==> src/rtl/rcmd_channel.sv <==
// AXI read-address sequencer for the per-frame encode read stream: one parameter-block
// read, then one 3-beat burst per macroblock, with outstanding bursts limited by credits.
module rcmd_channel #(
   parameter int ID_WIDTH   = 2,
   parameter int ADDR_WIDTH = 64,
   parameter int MB_STRIDE  = 384,
   parameter int MAX_OUT    = 4
) (
   input  logic                  clk,
   input  logic                  rst,
   input  logic                  start_pulse,
   input  logic [ADDR_WIDTH-1:0] base_addr,
   input  logic [15:0]           mb_total,
   output logic [ADDR_WIDTH-1:0] m_axi_araddr,
   output logic [7:0]            m_axi_arlen,
   output logic [2:0]            m_axi_arsize,
   output logic [1:0]            m_axi_arburst,
   output logic [ID_WIDTH-1:0]   m_axi_arid,
   output logic                  m_axi_arvalid,
   input  logic                  m_axi_arready,
   input  logic                  m_axi_rvalid,
   input  logic                  m_axi_rready,
   input  logic                  m_axi_rlast,
   output logic                  busy,
   output logic                  done,
   output logic [3:0]            outstanding
);

   typedef enum logic [2:0] {S_IDLE, S_PARAM, S_MB, S_DRAIN, S_DONE} state_t;

   state_t                state, state_nx;
   logic [ADDR_WIDTH-1:0] araddr_nx;
   logic [7:0]            arlen_nx;
   logic                  arvalid_nx, busy_nx, done_nx;
   logic [15:0]           mb_total_q, mb_total_nx, mb_issued, mb_issued_nx;
   logic [3:0]            outstanding_nx;
   logic                  ar_hs, rl_hs, credit_ok;

   // Credit counter update; a concurrent issue and retire cancel out.
   function automatic logic [3:0] credit_next(input logic [3:0] cur, input logic inc,
                                              input logic dec);
      case ({inc, dec})
         2'b10:   credit_next = cur + 4'd1;
         2'b01:   credit_next = cur - 4'd1;
         default: credit_next = cur;
      endcase
   endfunction

   assign m_axi_arsize  = 3'd7;
   assign m_axi_arburst = 2'b01;
   assign m_axi_arid    = '0;

   assign ar_hs          = m_axi_arvalid & m_axi_arready;
   // Stray rlast with nothing outstanding must not underflow the credit count.
   assign rl_hs          = m_axi_rvalid & m_axi_rready & m_axi_rlast & (outstanding != 4'd0);
   assign outstanding_nx = credit_next(outstanding, ar_hs, rl_hs);
   assign credit_ok      = outstanding_nx < 4'(MAX_OUT);

   always_comb begin
      state_nx     = state;
      araddr_nx    = m_axi_araddr;
      arlen_nx     = m_axi_arlen;
      arvalid_nx   = m_axi_arvalid;
      busy_nx      = busy;
      done_nx      = 1'b0;
      mb_total_nx  = mb_total_q;
      mb_issued_nx = mb_issued;
      case (state)
         S_IDLE: begin
            if (start_pulse) begin
               state_nx     = S_PARAM;
               araddr_nx    = base_addr;
               arlen_nx     = 8'd0;
               arvalid_nx   = 1'b1;
               busy_nx      = 1'b1;
               mb_total_nx  = mb_total;
               mb_issued_nx = 16'd0;
            end
         end
         S_PARAM: begin
            if (ar_hs) begin
               if (mb_total_q == 16'd0) begin
                  state_nx   = S_DRAIN;
                  arvalid_nx = 1'b0;
               end else begin
                  state_nx   = S_MB;
                  araddr_nx  = m_axi_araddr + ADDR_WIDTH'(128);
                  arlen_nx   = 8'd2;
                  arvalid_nx = credit_ok;
               end
            end
         end
         S_MB: begin
            // arvalid is looked ahead from next-cycle credits, so it never drops un-accepted.
            if (ar_hs) begin
               mb_issued_nx = mb_issued + 16'd1;
               araddr_nx    = m_axi_araddr + ADDR_WIDTH'(MB_STRIDE);
               if (mb_issued == mb_total_q - 16'd1) begin
                  state_nx   = S_DRAIN;
                  arvalid_nx = 1'b0;
               end else begin
                  arvalid_nx = credit_ok;
               end
            end else if (!m_axi_arvalid) begin
               arvalid_nx = credit_ok;
            end
         end
         S_DRAIN: begin
            if (outstanding == 4'd0) begin
               state_nx = S_DONE;
               done_nx  = 1'b1;
               busy_nx  = 1'b0;
            end
         end
         S_DONE: begin
            state_nx = S_IDLE;
         end
         default: begin
            state_nx = S_IDLE;
         end
      endcase
   end

   always_ff @(posedge clk) begin
      if (rst) begin
         state         <= S_IDLE;
         m_axi_arvalid <= 1'b0;
         m_axi_araddr  <= '0;
         m_axi_arlen   <= 8'd0;
         busy          <= 1'b0;
         done          <= 1'b0;
         outstanding   <= 4'd0;
         mb_issued     <= 16'd0;
         mb_total_q    <= 16'd0;
      end else begin
         state         <= state_nx;
         m_axi_arvalid <= arvalid_nx;
         m_axi_araddr  <= araddr_nx;
         m_axi_arlen   <= arlen_nx;
         busy          <= busy_nx;
         done          <= done_nx;
         outstanding   <= outstanding_nx;
         mb_issued     <= mb_issued_nx;
         mb_total_q    <= mb_total_nx;
      end
   end

endmodule

==> config.mk <==
export PLATFORM = sky130hd
export DESIGN_NAME = rcmd_channel
export DESIGN_NICKNAME = d
export VERILOG_FILES = /design/src/rtl/rcmd_channel.sv
export SDC_FILE = /design/constraint.sdc
export NUM_CORES = 1
export LEC_CHECK = 0
export BUFFER_PORTS_ARGS = -buffer_cell sky130_fd_sc_hd__buf_2
export CAP_MARGIN = 20
export CORE_MARGIN = 2
export CORE_UTILIZATION = 40
export CTS_BUF_LIST = sky130_fd_sc_hd__clkbuf_4 sky130_fd_sc_hd__clkbuf_8 sky130_fd_sc_hd__clkbuf_16
export DETAILED_ROUTE_END_ITERATION = 12
export SLEW_MARGIN = 40
export SYNTH_ARGS = -nofsm -noshare
export SYNTH_HDL_FRONTEND = slang
export SYNTH_SLANG_ARGS = --single-unit
==> constraint.sdc <==
create_clock -name clk -period 4.1 [get_ports clk]
set_input_delay 0.82 -clock clk [delete_from_list [all_inputs] [get_ports clk]]
set_output_delay 0.82 -clock clk [all_outputs]
set_load 0.01 [all_outputs]
==> metrics.cfg, run 1 <==
[clocking]
post_cts_buffers = 0
cts-root-buf = clkbuf_16
hold_buffers = 0
ctsResizeCount = 0
htreeDepth = 3
cts_tree = done
cts_sinks = 107
clock_latency_ns = 0.36
cts.clk_slew.worst_paths_ns = 0.08
cts_buffer_depth = 2
cts_buffers = 9

[cells_and_area]
fin_area_um2 = 7860
fin_nets = 1110
area_delta_synth_final_pct = 17.4
drive_gt1_share_pct = 20.7
antenna_cells = 0

[place]
pre_cts_slack_ns = 0.952
dpl-instance-area_um2 = 7550
dp.final_hpwl_um = 14500
place_congestion = 0.867
io_buffer_count = 158

[die]
initial_utilization_pct = 40.7
num_rows = 47
dieWidth_um = 133
dieArea_um2 = 17800
io_pins = 173
core_um2 = 16500
die_y_um = 133

[sta]
rsz0062_at_grt = false
relSlewSlack_pct = 51.8
fin_crit_ns = 3.21
worstMarginPinSlew_ns = 0.723
drv_slew = 0
finClkSkew_ns = 0.0141
finalSetupViolCount = 0
hold_viol = 0
fmax_mhz = 311
final.setup.tns_ns = 0
setup_ws_ns = 0.885
post-route-period-util_pct = 78.4

[global_routing]
grt_overflow_total = 0
grt_pass1_vias = 6212
grt_use_total_pct = 22.4
grt_max_degree = 96
grt_pass1_wl_um = 32300
grt_antenna_before_repair = 0

[critical_path]
slowest_stage = nor3_2
path_delay_family = simple AND/OR/NAND/NOR gates
worst_ep_arrival_time_ns = 3.49
cp-start-kind = flip-flop
cp.required_ns = 4.38
cp_max_fo = 12
path_buf_inv = 1
worstPathCellList = nor2_1, nand2_1, inv_1, ha_1, a21o_1, nand4_1, nor3_2, nand3_1, or4_1, a41oi_1
crit_type = reg -> reg
crit_path_end_kind = flip-flop
max_stage_delay_ns = 0.59

[synth]
yosysTopAreaCell = dfxtp_1
synth_area_leaders = dfxtp_1, nand2_1, a21oi_1
postSynthCellCount = 901
synth_cell_type_count = 74
netlist.area_leader.share_pct = 32.0
synth_area_per_cell_um2 = 7.43
syn_area_um2 = 6700
async_flop_share_pct = 0
yosysSeqAreaShare_pct = 32.0
synth_edf_count = 0
synth-main-ff-cell = dfxtp_1
synth_warnings = 0
ys_seq_elements = 107

[route]
wire_per_inst_um = 16.3
dr.pass1.iters = 5
first_iter_violations = 482
wirelength_um = 20200
num_vias = 6914
drt-vias-per-instance = 5.58
route.detailed.drc = 0
ant_nets = 0

[power]
ir_worst_vdd_mv = 0.271
power_density_nw_per_um2 = 443
p_leak_uw = 0.00324

[run]
max_cap_violations = 0

[outcome]
status = completed

[hold_path]
hold_class = reg -> reg

## flip-flops by register name (all words and copies together) (netlist names)
signal         flops
m_axi_araddr      64
m_axi_arvalid      1
mb_total_q        16
busy               1
done               1
outstanding        4
mb_issued         16
m_axi_arlen        1
state              3
## report_power, final
part	internal [µW]	leakage (µW)	switching, µW
combinational	469	0.00221	709
sequential	1180	0.000876	198
clock	510	0.000152	418
total	2160	0.00324	1330
## kinds of logic (layout without fill, tap and decap cells)
kind of cell	count (synthesis)	in the layout	share of synthesized area, %
xor gates and xnor gates	35	35	4.58
and+or+nand+nor	391	391	29.5
muxes	5	5	0.785
adders and majority gates	8	8	1.72
other	2	14	0.112
buffers and inverters	92	199	6.37
AOI/OAI and AO/OA	261	261	24.9
DFF	107	107	32.0
## cell type report
type	instances	area [µm²]
Inverter	13	48.8
Tap cell	220	275
Timing Repair Buffer	170	881
Clock buffer	11	253
Clock inverter	5	60.1
Multi-Input combinational cell	714	4200
Fill cell	1720	8600
Sequential cell	107	2140
## cells in the mapped netlist (all sizes together), types with 14 or more instances
master	instances
nor2	80
nand4	30
o21ai	48
and3	26
nand2	130
xnor2	21
a21oi	94
a21o	16
nor3	18
nand3	38
a211oi	14
clkbuf	54
dfxtp	107
buf	25
nor4	14
xor2	14
## final timing paths
kind	start	to	slack, ns	cells past startpoint
worst max-delay path	state[0]$_SDFFE_PP0P_	m_axi_araddr[60]$_SDFFE_PP0P_	0.89	10
worst min-delay path	m_axi_araddr[5]$_SDFFE_PP0P_	m_axi_araddr[5]$_SDFFE_PP0P_	0.45	2
worst max register to register	state[0]$_SDFFE_PP0P_	m_axi_araddr[60]$_SDFFE_PP0P_	0.89	10
worst min register to register	m_axi_araddr[5]$_SDFFE_PP0P_	m_axi_araddr[5]$_SDFFE_PP0P_	0.45	2
## tightest hold or removal path: cells and delay by family, from the launching register on
family / cells / cell delay, ns
flops: 1 / 0.31
simple gates: 1 / 0.05
compound gates: 1 / 0.05
## cell usage in the layout, fill, tap and decap left out, types with 6 or more instances in the layout
| cell type | n |
|---|---|
| a31oi_1 | 12 |
| or3_1 | 9 |
| nor2_1 | 80 |
| and4_1 | 12 |
| clkbuf_16 | 9 |
| nand4_1 | 29 |
| nand3_1 | 38 |
| and2_1 | 9 |
| xnor2_1 | 21 |
| and3_1 | 26 |
| o21a_1 | 6 |
| ha_1 | 6 |
| a21o_1 | 16 |
| conb_1 | 14 |
| dfxtp_1 | 107 |
| a21oi_1 | 94 |
| buf_2 | 158 |
| nand2_1 | 128 |
| nor3_1 | 17 |
| o31ai_1 | 9 |
| o22ai_1 | 6 |
| inv_1 | 13 |
| o21ai_0 | 48 |
| a211oi_1 | 14 |
| nor4_1 | 7 |
| xor2_1 | 14 |
| buf_4 | 12 |
## metal layers
metal	global-route usage, %	vias to the layer above	routed length [µm]
li1	-	3480	-
met3	3.42	17	1050
met1	31.4	3223	9640
met5	0	-	0
met2	35.4	194	9190
met4	7.15	0	302
## stage by stage
step                std cells  utilization, %  hold WS (ns)  power, µW
detailed placement       1224            45.8         0.443       2570
finish                   1240            47.7         0.452       3480
global route             1240            47.7         0.467       3710
CTS                      1240            47.7         0.454       3500
global placement         1224            45.7         0.439       2560
floorplan                 913               -         0.462       2210
Power figures use the tool's default switching activity.
==> run 2, diff against run 1 <==
PLACE_DENSITY = 0.66   (was not set)
clock period = 2.9 ns   (was 4.1 ns; I/O delays follow)
==> run 2 against run 1 <==
Utilization is 0.85 points higher. Flip-flop and latch count unchanged. Clock power grew 39%. Global-route usage is essentially flat. Final cell count rose by 1.5%. Register-to-register slack worse by 0.70 ns. Via count up 2.5%. Critical path type unchanged. Critical endpoint is now m_axi_araddr[37]$_SDFFE_PP0P_. Highest routed layer unchanged.
==> metrics.cfg, run 2 (synthesized netlist as in run 1, its figures left out) <==
[route]
wirelength_um = 20400
wire_per_inst_um = 16.2
route.detailed.drc = 0
num_vias = 7090
dr.pass1.iters = 5
drt-vias-per-instance = 5.64
ant_nets = 0
first_iter_violations = 606

[die]
io_pins = 173
core_um2 = 16500
die_y_um = 133
dieArea_um2 = 17800
initial_utilization_pct = 40.7
dieWidth_um = 133
num_rows = 47

[cells_and_area]
final_util_pct = 48.6
fin_nets = 1128
largest_reg_flops = 64
reg_top3 = m_axi_araddr x64, mb_issued x16, mb_total_q x16
final_cell_mix = buf_2, nand2_1, dfxtp_1
regMostFlops = m_axi_araddr
area_delta_synth_final_pct = 19.5
drive_gt1_share_pct = 22.0
multi_input_area_um2 = 4190
antenna_cells = 0
mostFrequentLayoutCell = buf_2
register_area_um2 = 2140
fill_cells = 1728

[power]
internal_power_uw = 3090
swShare_pct = 38.1
power_density_nw_per_um2 = 623
power.net_switching_uw = 1900
seq_power_share_pct = 38.5
pwr-share-clk_pct = 25.9
p_total_uw = 4980
p_leak_uw = 0.00332
ir_worst_vdd_mv = 0.346
comb_power_share_pct = 35.6

[clocking]
cts_sinks = 107
cts_buffer_depth = 2
cts_tree = done
hold_buffers = 0
cts-root-buf = clkbuf_16
clock_latency_ns = 0.37
cts.clk_slew.worst_paths_ns = 0.07
cts_buffers = 9
htreeDepth = 3

[place]
dp.final_hpwl_um = 14600
place_congestion = 0.883
io_buffer_count = 158

[critical_path]
path_buf_inv = 1
crit_type = reg -> reg
reg2reg_to = m_axi_araddr[37]$_SDFFE_PP0P_
crit_start = state[0]$_SDFFE_PP0P_
max_stage_delay_ns = 0.43
worst_r2r_startpoint = state[0]$_SDFFE_PP0P_
slowest_stage = fa_1
crit_path_end_kind = flip-flop
worstPathCellList = nor2_1, nand2_1, fa_1, and3b_1, nand4_1, nor4_2, buf_4, a31o_2, a21oi_1, a211oi_1
worst_ep_arrival_time_ns = 3.00
cp_max_fo = 10
crit_path_end = m_axi_araddr[37]$_SDFFE_PP0P_
cp-start-kind = flip-flop
rrSetupSlack_ns = 0.18
cp.depth = 10
rr_worst_depth = 10
path_delay_family = simple AND/OR/NAND/NOR gates
cp.required_ns = 3.18

[sta]
drv_slew = 0
post-route-period-util_pct = 93.7
final.setup.tns_ns = 0
finalSetupViolCount = 0
finClkSkew_ns = 0.00785
fin_crit_ns = 2.72
worstMarginPinSlew_ns = 0.571
relSlewSlack_pct = 61.9
rsz0062_at_grt = false
fmax_mhz = 368
hold_viol = 0

[outcome]
status = completed

[global_routing]
grt_pass1_vias = 6418
grt_overflow_total = 0
grt_antenna_before_repair = 0
grt_max_degree = 56
grt_use_total_pct = 22.3
grt_pass1_wl_um = 32600

[run]
max_cap_violations = 0

[hold_path]
hold_class = in -> reg

run 2: changes by cell type in the layout (fill, tap and decap cells not counted), sizes merged:
| cell | delta |
|---|---|
| inv | -1 |
| clkinv | -1 |
| clkbuf | -1 |
| clkinvlp | +3 |
| buf | +18 |
run 2: cell type report:
cell class / count / area share [%]
clock buffers: 10 / 2.99
repair buffers: 188 / 13.0
flip-flops and latches: 107 / 26.8
inverters: 13 / 0.610
well taps: 220 / 3.44
multi-input cells: 714 / 52.4
clock inverters: 6 / 0.813
run 2: what timing repair did:
item | CTS | global route
endpoints found under the setup margin | 0 | 1
buffers inserted | 0 | 0
gates resized for setup | 0 | 1
run 2: per-layer routing:
layer | part of all wire (%) | up-vias | track usage, %
met5 | 0 | - | 0
met4 | 2.4 | 0 | 8.81
met2 | 47 | 226 | 36.3
met1 | 45 | 3319 | 29.8
met3 | 6.1 | 31 | 3.42
li1 | - | 3514 | -
run 2: per-stage QoR:
stage / worst slack, ns / cells / area [µm²] / hold WS, ns
6_report: 0.184 / 1258 / 8000 / 0.447
5_1_grt: 0.0361 / 1258 / 8000 / 0.453
4_1_cts: 0.195 / 1258 / 8000 / 0.448
3_5_place_dp: 0.206 / 1242 / 7690 / 0.446
3_3_place_gp: 0.222 / 1242 / 7690 / 0.440
2_1_floorplan: 0.0754 / 913 / 6740 / 0.462
run 2: how the worst min path moves through the flow:
stage / from / to / slack (ns) / cells after the start
6_report: mb_total[10] / mb_total_q[10]$_SDFFE_PP0P_ / 0.45 / 3
5_1_grt: base_addr[6] / m_axi_araddr[6]$_SDFFE_PP0P_ / 0.45 / 3
4_1_cts: mb_total[8] / mb_total_q[8]$_SDFFE_PP0P_ / 0.45 / 3
3_5_place_dp: m_axi_araddr[0]$_SDFFE_PP0P_ / m_axi_araddr[0]$_SDFFE_PP0P_ / 0.45 / 2
3_3_place_gp: m_axi_araddr[3]$_SDFFE_PP0P_ / m_axi_araddr[3]$_SDFFE_PP0P_ / 0.44 / 2
2_1_floorplan: mb_total_q[1]$_SDFFE_PP0P_ / mb_total_q[1]$_SDFFE_PP0P_ / 0.46 / 2
run 2: power groups by stage:
stage                     Clock [µW]  Sequential, µW  Combinational [µW]
after detailed placement           0            1940                1760
after global placement             0            1940                1750
final                           1290            1920                1780
after global routing            1360            1950                1970
after CTS                       1310            1910                1770
after floorplan                    0            1960                1160
run 2: worst min-delay path: stages:
cell,delay (ns)
buf_2,0.09
nand2_1,0.04
a21oi_1,0.05
==> run 3, diff against run 2 <==
CORE_UTILIZATION = 49   (was 40)
CTS_BUF_LIST = not set   (was sky130_fd_sc_hd__clkbuf_4 sky130_fd_sc_hd__clkbuf_8 sky130_fd_sc_hd__clkbuf_16)
GPL_ROUTABILITY_DRIVEN = 0   (was not set)
PLACE_DENSITY = 0.78   (was 0.66)
==> run 3 against run 2 <==
Sequential share of layout area increased by 0.084 points. Global-route usage increased by 4.0 points. First-iteration DRC count decreased by 0.66%. Clock power decreased by 9%. Fmax decreased by 0.14%. Register-to-register slack about the same. Non-clock buffer count increased by 4. Worst setup slack got worse by 0.0038 ns. Final cell count decreased by 3.1%. Flip-flop and latch count unchanged.
==> metrics.cfg, run 3 (synthesized netlist as in run 1, its figures left out) <==
[route]
wirelength_um = 19700
route.detailed.drc = 0
ant_nets = 0
first_iter_violations = 602
num_vias = 7303
drt-vias-per-instance = 5.99
dr.pass1.iters = 5
wire_per_inst_um = 16.2

[clocking]
htreeDepth = 3
cts_sinks = 107
cts-root-buf = clkbuf_16
cts_tree = done
cts_buffers = 9
cts.clk_slew.worst_paths_ns = 0.07
clock_latency_ns = 0.36
cts_buffer_depth = 2
hold_buffers = 0

[global_routing]
grt_use_total_pct = 26.3
grt_pass1_vias = 6371
grt_pass1_wl_um = 31200
grt_antenna_before_repair = 2
grt_max_degree = 86
grt_overflow_total = 0

[sta]
relSlewSlack_pct = 58.7
rsz0062_at_grt = false
finalSetupViolCount = 0
fmax_mhz = 368
finClkSkew_ns = 0.0118
drv_slew = 0
hold_ws_ns = 0.455
post-route-period-util_pct = 93.8
final.setup.tns_ns = 0
hold_viol = 0
worstMarginPinSlew_ns = 0.619
fin_crit_ns = 2.72

[cells_and_area]
fill_cells = 1213
drive_gt1_share_pct = 22.0
fin_nets = 1132
multi_input_area_um2 = 4190
final_cell_mix = buf_2, nand2_1, dfxtp_1
regMostFlops = m_axi_araddr
reg_top3 = m_axi_araddr x64, mb_issued x16, mb_total_q x16
register_area_um2 = 2140
area_delta_synth_final_pct = 19.1
mostFrequentLayoutCell = buf_2
largest_reg_flops = 64

[place]
io_buffer_count = 158
dp.final_hpwl_um = 14100

[run]
max_cap_violations = 0

[power]
p_leak_uw = 0.00334
ir_worst_vdd_mv = 0.408
power_density_nw_per_um2 = 613

[critical_path]
crit_type = reg -> reg
worst_ep_arrival_time_ns = 2.94
crit_path_end_kind = flip-flop
cp-start-kind = flip-flop
cp_max_fo = 5
cp.required_ns = 3.12

[die]
dieArea_um2 = 14600
die_y_um = 121
dieWidth_um = 121
num_rows = 42
initial_utilization_pct = 50.4
core_um2 = 13300
io_pins = 173

[outcome]
status = completed

[hold_path]
hold_class = reg -> reg

-- run 3: cell types whose count changed in the layout (fill, tap and decap cells not counted), sizes merged --
cell,change
buf,+4
diode,+2
bufinv,-1
clkbuf,+1
clkinvlp,-1
-- run 3: final cells by class --
type	count	area share, %
sequential	107	26.9
multi-input combinational	714	52.6
clock buffer	11	3.04
timing repair buffer	192	13.7
antenna	2	0.0627
tap	176	2.76
inverter	13	0.612
clock inverter	4	0.345
-- run 3: routing by layer --
layer	part of all wire [%]	global-route usage [%]
met3	7.9	4.37
met4	2.3	10.9
met5	0	0
met1	43	34.7
met2	47	42.5
-- run 3: worst paths after layout --
path                                 from                           end  slack [ns]  cells past startpoint
max           outstanding[0]$_SDFFE_PP0N_    m_axi_arvalid$_SDFFE_PP0P_        0.18                     10
min          m_axi_araddr[4]$_SDFFE_PP0P_  m_axi_araddr[4]$_SDFFE_PP0P_        0.45                      2
max reg2reg   outstanding[0]$_SDFFE_PP0N_    m_axi_arvalid$_SDFFE_PP0P_        0.18                     10
min reg2reg  m_axi_araddr[4]$_SDFFE_PP0P_  m_axi_araddr[4]$_SDFFE_PP0P_        0.45                      2
-- run 3: critical path, stage by stage, from the launching register on --
cell	delay, ns
dfxtp_1	0.37
nor4_1	0.41
nor2_1	0.10
ha_1	0.29
ha_1	0.30
a21o_1	0.17
a21oi_1	0.17
xor2_1	0.23
mux2_2	0.36
o22ai_1	0.11
a22oi_1	0.10
-- run 3: per-stage QoR --
stage / cells / instance area (µm²) / total power, µW / worst slack, ns / utilization (%)
after floorplan: 913 / 6740 / 3120 / 0.0754 / -
after global placement: 1201 / 7680 / 3690 / 0.270 / 57.8
after detailed placement: 1201 / 7680 / 3720 / 0.198 / 57.8
after CTS: 1216 / 7950 / 4870 / 0.179 / 59.8
after global routing: 1219 / 7980 / 5170 / 0.00677 / 60.0
final: 1219 / 7980 / 4890 / 0.180 / 60.0
-- run 3: power by group --
group | switching, µW | internal, µW | leakage, µW
Clock | 569 | 601 | 0.000124
Combinational | 1050 | 752 | 0.00234
Sequential | 251 | 1660 | 0.000876
-- run 3: repair_timing --
| item | CTS | global route |
|---|---|---|
| resized for setup | 0 | 2 |
| setup endpoints to repair | 0 | 3 |
| hold endpoints to repair | 0 | 0 |
| buffers inserted | 0 | 1 |
